## src/rtl/ysyx_25050147_ifu.sv

```systemverilog
// Instruction fetch unit: owns the PC, issues one fetch at a time to instruction
// memory, hands each instruction to decode and accepts redirects from downstream.
module ysyx_25050147_ifu #(
  parameter logic [31:0] RESET_PC = 32'h8000_0000
) (
  input  logic        clk,
  input  logic        rst,
  output logic        arvalid,
  output logic [31:0] araddr,
  input  logic        arready,
  input  logic        rvalid,
  input  logic [31:0] rdata,
  input  logic [1:0]  rresp,
  output logic        rready,
  output logic        inst_valid,
  output logic [31:0] inst,
  output logic [31:0] inst_pc,
  input  logic        inst_ready,
  input  logic        redirect_valid,
  input  logic [31:0] redirect_pc,
  output logic        fault,
  output logic [31:0] fault_pc,
  output logic [31:0] fetch_cnt
);

  localparam int unsigned XLEN    = 32;
  localparam logic [XLEN-1:0] PC_STEP = XLEN'(4);

  typedef enum logic [2:0] {
    S_BOOT = 3'd0,
    S_REQ  = 3'd1,
    S_WAIT = 3'd2,
    S_HOLD = 3'd3,
    S_HALT = 3'd4
  } state_t;

  state_t          r_state;
  logic [XLEN-1:0] r_pc;
  logic            r_drop;
  logic [XLEN-1:0] r_inst;
  logic [XLEN-1:0] r_inst_pc;
  logic            r_fault;
  logic [XLEN-1:0] r_fault_pc;
  logic [XLEN-1:0] r_fetch_cnt;

  state_t          w_state_nxt;
  logic [XLEN-1:0] w_pc_nxt;
  logic            w_drop_nxt;
  logic [XLEN-1:0] w_inst_nxt;
  logic [XLEN-1:0] w_inst_pc_nxt;
  logic            w_fault_nxt;
  logic [XLEN-1:0] w_fault_pc_nxt;
  logic [XLEN-1:0] w_fetch_cnt_nxt;
  logic            w_redir_bad;

  assign w_redir_bad = (redirect_pc[1:0] != 2'b00);

  // State and datapath registers
  always_ff @(posedge clk or posedge rst) begin
    if (rst) begin
      r_state     <= S_BOOT;
      r_pc        <= RESET_PC;
      r_drop      <= 1'b0;
      r_inst      <= '0;
      r_inst_pc   <= '0;
      r_fault     <= 1'b0;
      r_fault_pc  <= '0;
      r_fetch_cnt <= '0;
    end else begin
      r_state     <= w_state_nxt;
      r_pc        <= w_pc_nxt;
      r_drop      <= w_drop_nxt;
      r_inst      <= w_inst_nxt;
      r_inst_pc   <= w_inst_pc_nxt;
      r_fault     <= w_fault_nxt;
      r_fault_pc  <= w_fault_pc_nxt;
      r_fetch_cnt <= w_fetch_cnt_nxt;
    end
  end

  // Next-state logic; a redirect outranks the normal progress of every active state
  always_comb begin
    w_state_nxt     = r_state;
    w_pc_nxt        = r_pc;
    w_drop_nxt      = r_drop;
    w_inst_nxt      = r_inst;
    w_inst_pc_nxt   = r_inst_pc;
    w_fault_nxt     = r_fault;
    w_fault_pc_nxt  = r_fault_pc;
    w_fetch_cnt_nxt = r_fetch_cnt;

    unique case (r_state)
      S_BOOT: w_state_nxt = S_REQ;

      S_REQ: begin
        if (redirect_valid) begin
          if (w_redir_bad) begin
            w_state_nxt    = S_HALT;
            w_fault_nxt    = 1'b1;
            w_fault_pc_nxt = redirect_pc;
          end else begin
            w_pc_nxt = redirect_pc;
            if (arready) begin
              w_drop_nxt  = 1'b1;
              w_state_nxt = S_WAIT;
            end
          end
        end else if (arready) begin
          w_state_nxt = S_WAIT;
        end
      end

      S_WAIT: begin
        if (redirect_valid) begin
          if (w_redir_bad) begin
            w_state_nxt    = S_HALT;
            w_fault_nxt    = 1'b1;
            w_fault_pc_nxt = redirect_pc;
          end else begin
            w_pc_nxt = redirect_pc;
            if (rvalid) begin
              w_drop_nxt  = 1'b0;
              w_state_nxt = S_REQ;
            end else begin
              w_drop_nxt = 1'b1;
            end
          end
        end else if (rvalid) begin
          if (r_drop) begin
            w_drop_nxt  = 1'b0;
            w_state_nxt = S_REQ;
          end else if (rresp != 2'b00) begin
            w_state_nxt    = S_HALT;
            w_fault_nxt    = 1'b1;
            w_fault_pc_nxt = r_pc;
          end else begin
            w_inst_nxt    = rdata;
            w_inst_pc_nxt = r_pc;
            w_state_nxt   = S_HOLD;
          end
        end
      end

      S_HOLD: begin
        // A handshake is counted even when a redirect discards the instruction
        if (inst_ready) begin
          w_fetch_cnt_nxt = r_fetch_cnt + XLEN'(1);
        end
        if (redirect_valid) begin
          if (w_redir_bad) begin
            w_state_nxt    = S_HALT;
            w_fault_nxt    = 1'b1;
            w_fault_pc_nxt = redirect_pc;
          end else begin
            w_pc_nxt    = redirect_pc;
            w_state_nxt = S_REQ;
          end
        end else if (inst_ready) begin
          w_pc_nxt    = r_pc + PC_STEP;
          w_state_nxt = S_REQ;
        end
      end

      S_HALT: w_state_nxt = S_HALT;

      default: w_state_nxt = S_HALT;
    endcase
  end

  assign arvalid    = (r_state == S_REQ);
  assign rready     = (r_state == S_WAIT);
  assign inst_valid = (r_state == S_HOLD);
  assign araddr     = r_pc;
  assign inst       = r_inst;
  assign inst_pc    = r_inst_pc;
  assign fault      = r_fault;
  assign fault_pc   = r_fault_pc;
  assign fetch_cnt  = r_fetch_cnt;

endmodule

```

## config.mk

```make
export PLATFORM = sky130hd
export DESIGN_NAME = ysyx_25050147_ifu
export DESIGN_NICKNAME = d
export VERILOG_FILES = /design/src/rtl/ysyx_25050147_ifu.sv
export SDC_FILE = /design/constraint.sdc
export NUM_CORES = 1
export LEC_CHECK = 0
export BUFFER_PORTS_ARGS = -buffer_cell sky130_fd_sc_hd__buf_4
export CORE_UTILIZATION = 42
export CTS_CLUSTER_DIAMETER = 60
export DETAILED_ROUTE_END_ITERATION = 10
export PLACE_DENSITY = 0.68
export SYNTH_ARGS = -nofsm -noshare
export SYNTH_HDL_FRONTEND = slang
export SYNTH_SLANG_ARGS = --single-unit
```

## constraint.sdc

```tcl
create_clock -name clk -period 6.25 [get_ports clk]
set_clock_uncertainty 0.1 [all_clocks]
set_input_delay 0.625 -clock clk [delete_from_list [all_inputs] [get_ports clk]]
set_output_delay 0.625 -clock clk [all_outputs]
set_load 0.02 [all_outputs]
```

# After elaboration in Yosys (flattened, before gate mapping)
# Cells that the tools add are included.
[word_totals]
output_inout_bits = 164
word_cells = 81
reg_bits = 165
inputBits = 72
[op_classes]
n_eq_ne = 14
bitwise_logic = 3
addsub = 2
muxes = 40
reduce_logical = 14
[op_table]
columns = ["op", "n"]
rows = [
  ["2-to-1 mux 32 bit", 10],
  ["one-hot mux 32 bit (2 select lines)", 2],
  ["2-to-1 mux 3 bit", 12],
  ["adder 32 x 1 -> 32 bit, second input constant", 1],
  ["adder 32 x 3 -> 32 bit, second input constant", 1],
  ["2-to-1 mux 1 bit", 13],
  ["one-hot mux 3 bit (4 select lines)", 1],
  ["AND reduction 5 bit", 2],
  ["nonzero test 2 bit", 5],
  ["!= test 2 x 1 -> 1 bit, second input constant", 4],
  ["equality test 3 x 2 -> 1 bit, second input constant", 2],
  ["!= test 3 x 1 -> 1 bit, second input constant", 2],
  ["!= test 3 x 2 -> 1 bit, second input constant", 2],
  ["!= test 3 bit, second input constant", 2],
  ["AND reduction 3 bit", 2],
  ["AND reduction 6 bit", 1],
  ["one-hot mux 1 bit (2 select lines)", 2],
  ["OR reduction 2 bit", 2],
  ["equality test 3 x 1 -> 1 bit, second input constant", 1],
  ["zero test 3 bit", 1],
  ["NOT 1 bit", 3],
  ["!= test 2 bit, second input constant", 1],
  ["AND reduction 2 bit", 1],
]

# Longest topological paths before layout
[depth]
ltp_word = 6
mapped_depth = 8
ltp_nobuf = 6

# Worst setup path before layout
# OpenSTA, ideal clock, no wires.
[synth_path]
path_kind = "input to register"
start = "input port redirect_valid"
end = "register r_pc[27] (netlist: araddr[27])"
setup_slack_ns = 3.959
cell_stages = 7
required_ns = 6.020
t_arrival_ns = 2.061
setup_ns = 0.130
path_buffers = 2
path_cell_list = "clkbuf_1 -> and4bb_2 -> buf_2 -> nand2_1 -> or4_1 -> nor4_1 -> nor3_1"
[synth_via]
elab_chain_len = 2
word_cells_on_any_way = 5
classes_between = "2 x eq/ne; 2 x mux; 1 x reduce/logical"
[synth_rtl]
columns = ["item", "line_no", "rtl"]
rows = [
  ["start: declaration", "19", "input logic redirect_valid,"],
  ["!= test 3 x 1 -> 1 bit (no line), or another cell as far along", "--", ""],
  ["AND reduction 3 bit (no line) / one-hot mux 32 bit (2 select lines) (equally long branches)", "--", ""],
  ["end signal: assignment", "71", "r_pc <= w_pc_nxt;"],
  ["end: declaration", "38", "logic [XLEN-1:0] r_pc;"],
]
# Parallel ways exist; a longest one is shown, timed or not.
# A chain may end at the register's enable or synchronous reset.

# Worst setup path after layout
[layout_path]
start = "register r_state[2]"
end = "register r_inst[27] (netlist: inst[27])"
[layout_via]
elab_chain_len = 2
[layout_rtl]
columns = ["item", "line_no", "rtl"]
rows = [
  ["start: declaration", "37", "state_t r_state;"],
  ["start signal: assignment", "70", "r_state <= w_state_nxt;"],
  ["equality test 3 x 2 -> 1 bit", "92", "unique case (r_state)"],
  ["AND reduction 5 bit (no line)", "--", ""],
  ["end signal: assignment", "73", "r_inst <= w_inst_nxt;"],
  ["end: declaration", "40", "logic [XLEN-1:0] r_inst;"],
]
# Every way passes these cells.

==> results.ini <==
[layout]
num-fill-cells=1523
final_common_cell=buf_4
syn_to_final_growth_pct=34.28
drive_gt1_share_pct=38.12
final_cell_mix=buf_4 (242), dfrtp_1 (164), nor2_1 (71)
fin_nets=988
diodes=0

[timing]
setup_viol=0
whs_ns=0.1241
hold_viol_final=0
tightest_slew_ns=0.9967
tns_ns=0
relSlewSlack_pct=33.55
slew_viol_final=0
period_needed_ns=2.757
rsz0062_at_grt=false
setup_slack_ns=3.493
fin_crit_sh_pct=44.11
clock.fmax_mhz=362.7

[placement]
gp_congestion=0.8119
post-dp-hpwl_um=14240
pre_cts_ws_ns=3.171
io_buffers=235

[setup_path]
worstSetupEndpointType=register
cp_max_fo=66
cp_slowest_cell=nand3_4
crit_path_start=r_state[2]
r2r_cells=4
critPathArrivalTime_ns=2.96
cp.depth=4
critPathLaunchType=register
crit_buf_inv=1
crit_path_end=inst[27]
required_ns=6.45
r2r-end=inst[27]
r2r_start=r_state[2]
critPathMaxStageDelay_ns=0.76
r2r_slack_ns=3.49
crit_chain=inv_1 -> and3_1 -> nand3_4 -> mux2_2
crit_family=simple AND/OR/NAND/NOR gates
worstSetupPathType=register to register

[flow_run]
maxCapViolCount=0

[drt]
firstDrtPassIters=5
drt-vias-per-instance=5.434
ant_nets=0
wl_per_cell_um=17.59
routed_wl_um=20240
first_iter_violations=431
drc=0
vias=6255

[clock_network]
cts_root_buffer=clkbuf_16
cts_buffer_depth=2
post_cts_resize_count=0
cts_sinks=165
cts_buffers=17
htree_levels=4
ctsHoldBuffers=0
clk_latency_ns=0.42
cts_tree=done
cts_setup_buffers=0
clk_pin_slew_ns=0.06

[pwr]
pwr_density_cell_nw_per_um2=238.4
leakage_nw=5.159
vdd_drop_max_mv=0.1879
total_power_mw=2.446
power.switching_uw=525.1
swShare_pct=21.46
p_int_mw=1.921
clkPwrFrac_pct=49.1
seq_power_share_pct=44.6
combPwrFrac_pct=6.2

[synthesis]
synth_warnings=0
ys.flop_type=dfrtp_1
yosysSeqAreaShare_pct=54.04
ys_async_sr_fraction_pct=100.0
synth_cell_type_count=62
synth_nets=771
syn_avg_cell_area_um2=10.96
syn-cell-area_um2=7642
synthCells=697
synth-seq-cells=165
synth_edf_count=0

[global_route]
gr-total-overflow=0
antenna_found_initial=0
grt_pass1_vias=6022
grt_pass1_wl_um=31940
grt_usage_pct=22.16
grt_max_degree=72

[worst_hold_path]
hp-class=input pin to asynchronous set/reset pin

[die]
rows=48
start_util_pct=43.58
die_h_um=136.9
ios=236
die_w_um=136.9
core-area_um2=17540
dieArea_um2=18740

[outcome]
status=complete, no violations

[through the flow]
step | cells | util, % | area (µm²)
2_1_floorplan | 697 | - | 7642
3_3_place_gp | 1120 | 54.66 | 9585
3_5_place_dp | 1120 | 54.66 | 9585
4_1_cts | 1151 | 58.52 | 10260
5_1_grt | 1151 | 58.52 | 10260
6_report | 1151 | 58.52 | 10260
[how the worst min path moves through the flow]
| stage | depth (start not counted) | slack [ns] | end |
|---|---|---|---|
| 6_report | 2 | 0.12 | fetch_cnt[22] |
| 5_1_grt | 2 | 0.15 | fetch_cnt[24] |
| 4_1_cts | 2 | 0.14 | fetch_cnt[22] |
| 3_5_place_dp | 2 | 0.37 | inst_pc[20] |
| 3_3_place_gp | 2 | 0.37 | inst_pc[20] |
| 2_1_floorplan | 2 | 0.44 | r_drop |
[synthesized netlist by cell type (all sizes together), types with 2 or more instances]
master   number  area (µm²)
a211oi        4       30.03
a21oi        60       300.3
a2bb2oi       5       43.79
a31oi         5       31.28
a32oi         4       35.03
a41o          3       30.03
and2          4       25.02
and3          9       56.30
and4          9       80.08
buf          16       87.58
clkbuf       28       105.1
dfrtp       164        4104
ha            2       25.02
inv           7       26.28
mux2         63       709.4
mux2i        34       340.3
nand2        34       127.6
nand2b        5       38.78
nand3        24       120.1
nand4        16       106.4
nor2         71       266.5
nor3         21       105.1
nor3b         3       27.52
nor4          5       43.79
o21ai        24       120.1
o22a          2       17.52
o22ai         7       43.79
o2bb2ai       2       17.52
o31ai         5       42.54
o32ai         2       17.52
or2           5       31.28
or3           4       25.02
or4           2       15.01
xnor2        19       166.4
xor2         12       105.1
[power groups by stage]
stage / sequential [mW] / clock, mW / combinational, mW
2_1_floorplan: 1.13 / 0 / 0.0540
3_3_place_gp: 1.11 / 0 / 0.155
3_5_place_dp: 1.11 / 0 / 0.155
4_1_cts: 1.09 / 1.22 / 0.156
5_1_grt: 1.09 / 1.27 / 0.167
6_report: 1.09 / 1.20 / 0.153
[routing by layer]
layer  track usage (%)  vias to the layer above  part of all wire, %
met5                 0                        -                    0
met4             6.838                        0                  1.3
met3             4.815                       18                  7.3
met2             36.10                      215                   47
met1             29.45                     3062                   44
li1                  -                     2960                    -
[cell families (layout without fill, tap and decap cells)]
group	Yosys count	count (layout)	share of synthesized area, %
simple gates	216	216	14.54
flops	165	165	54.04
compound gates	135	135	10.94
mux	97	97	13.74
buf+inv	51	280	2.865
xor+xnor	31	31	3.553
fa+ha+maj	2	2	0.3274
[registers in the layout, summed over array words and instances, names as in the netlist]
name,cells
inst_pc,32
inst,32
araddr,32
fetch_cnt,32
fault_pc,32
r_state,3
r_drop,1
fault,1
[area by class of cell]
class                           instances  area [µm²]  area share (%)
Tap cell                              225       281.5           2.743
Inverter                                7       31.28          0.3048
Sequential cell                       165        4130           40.25
Multi-Input combinational cell        481        3326           32.41
Clock buffer                           19       452.9           4.414
Clock inverter                         12       224.0           2.182
Timing Repair Buffer                  242        1817           17.70
(Power assumes the default switching activity.)
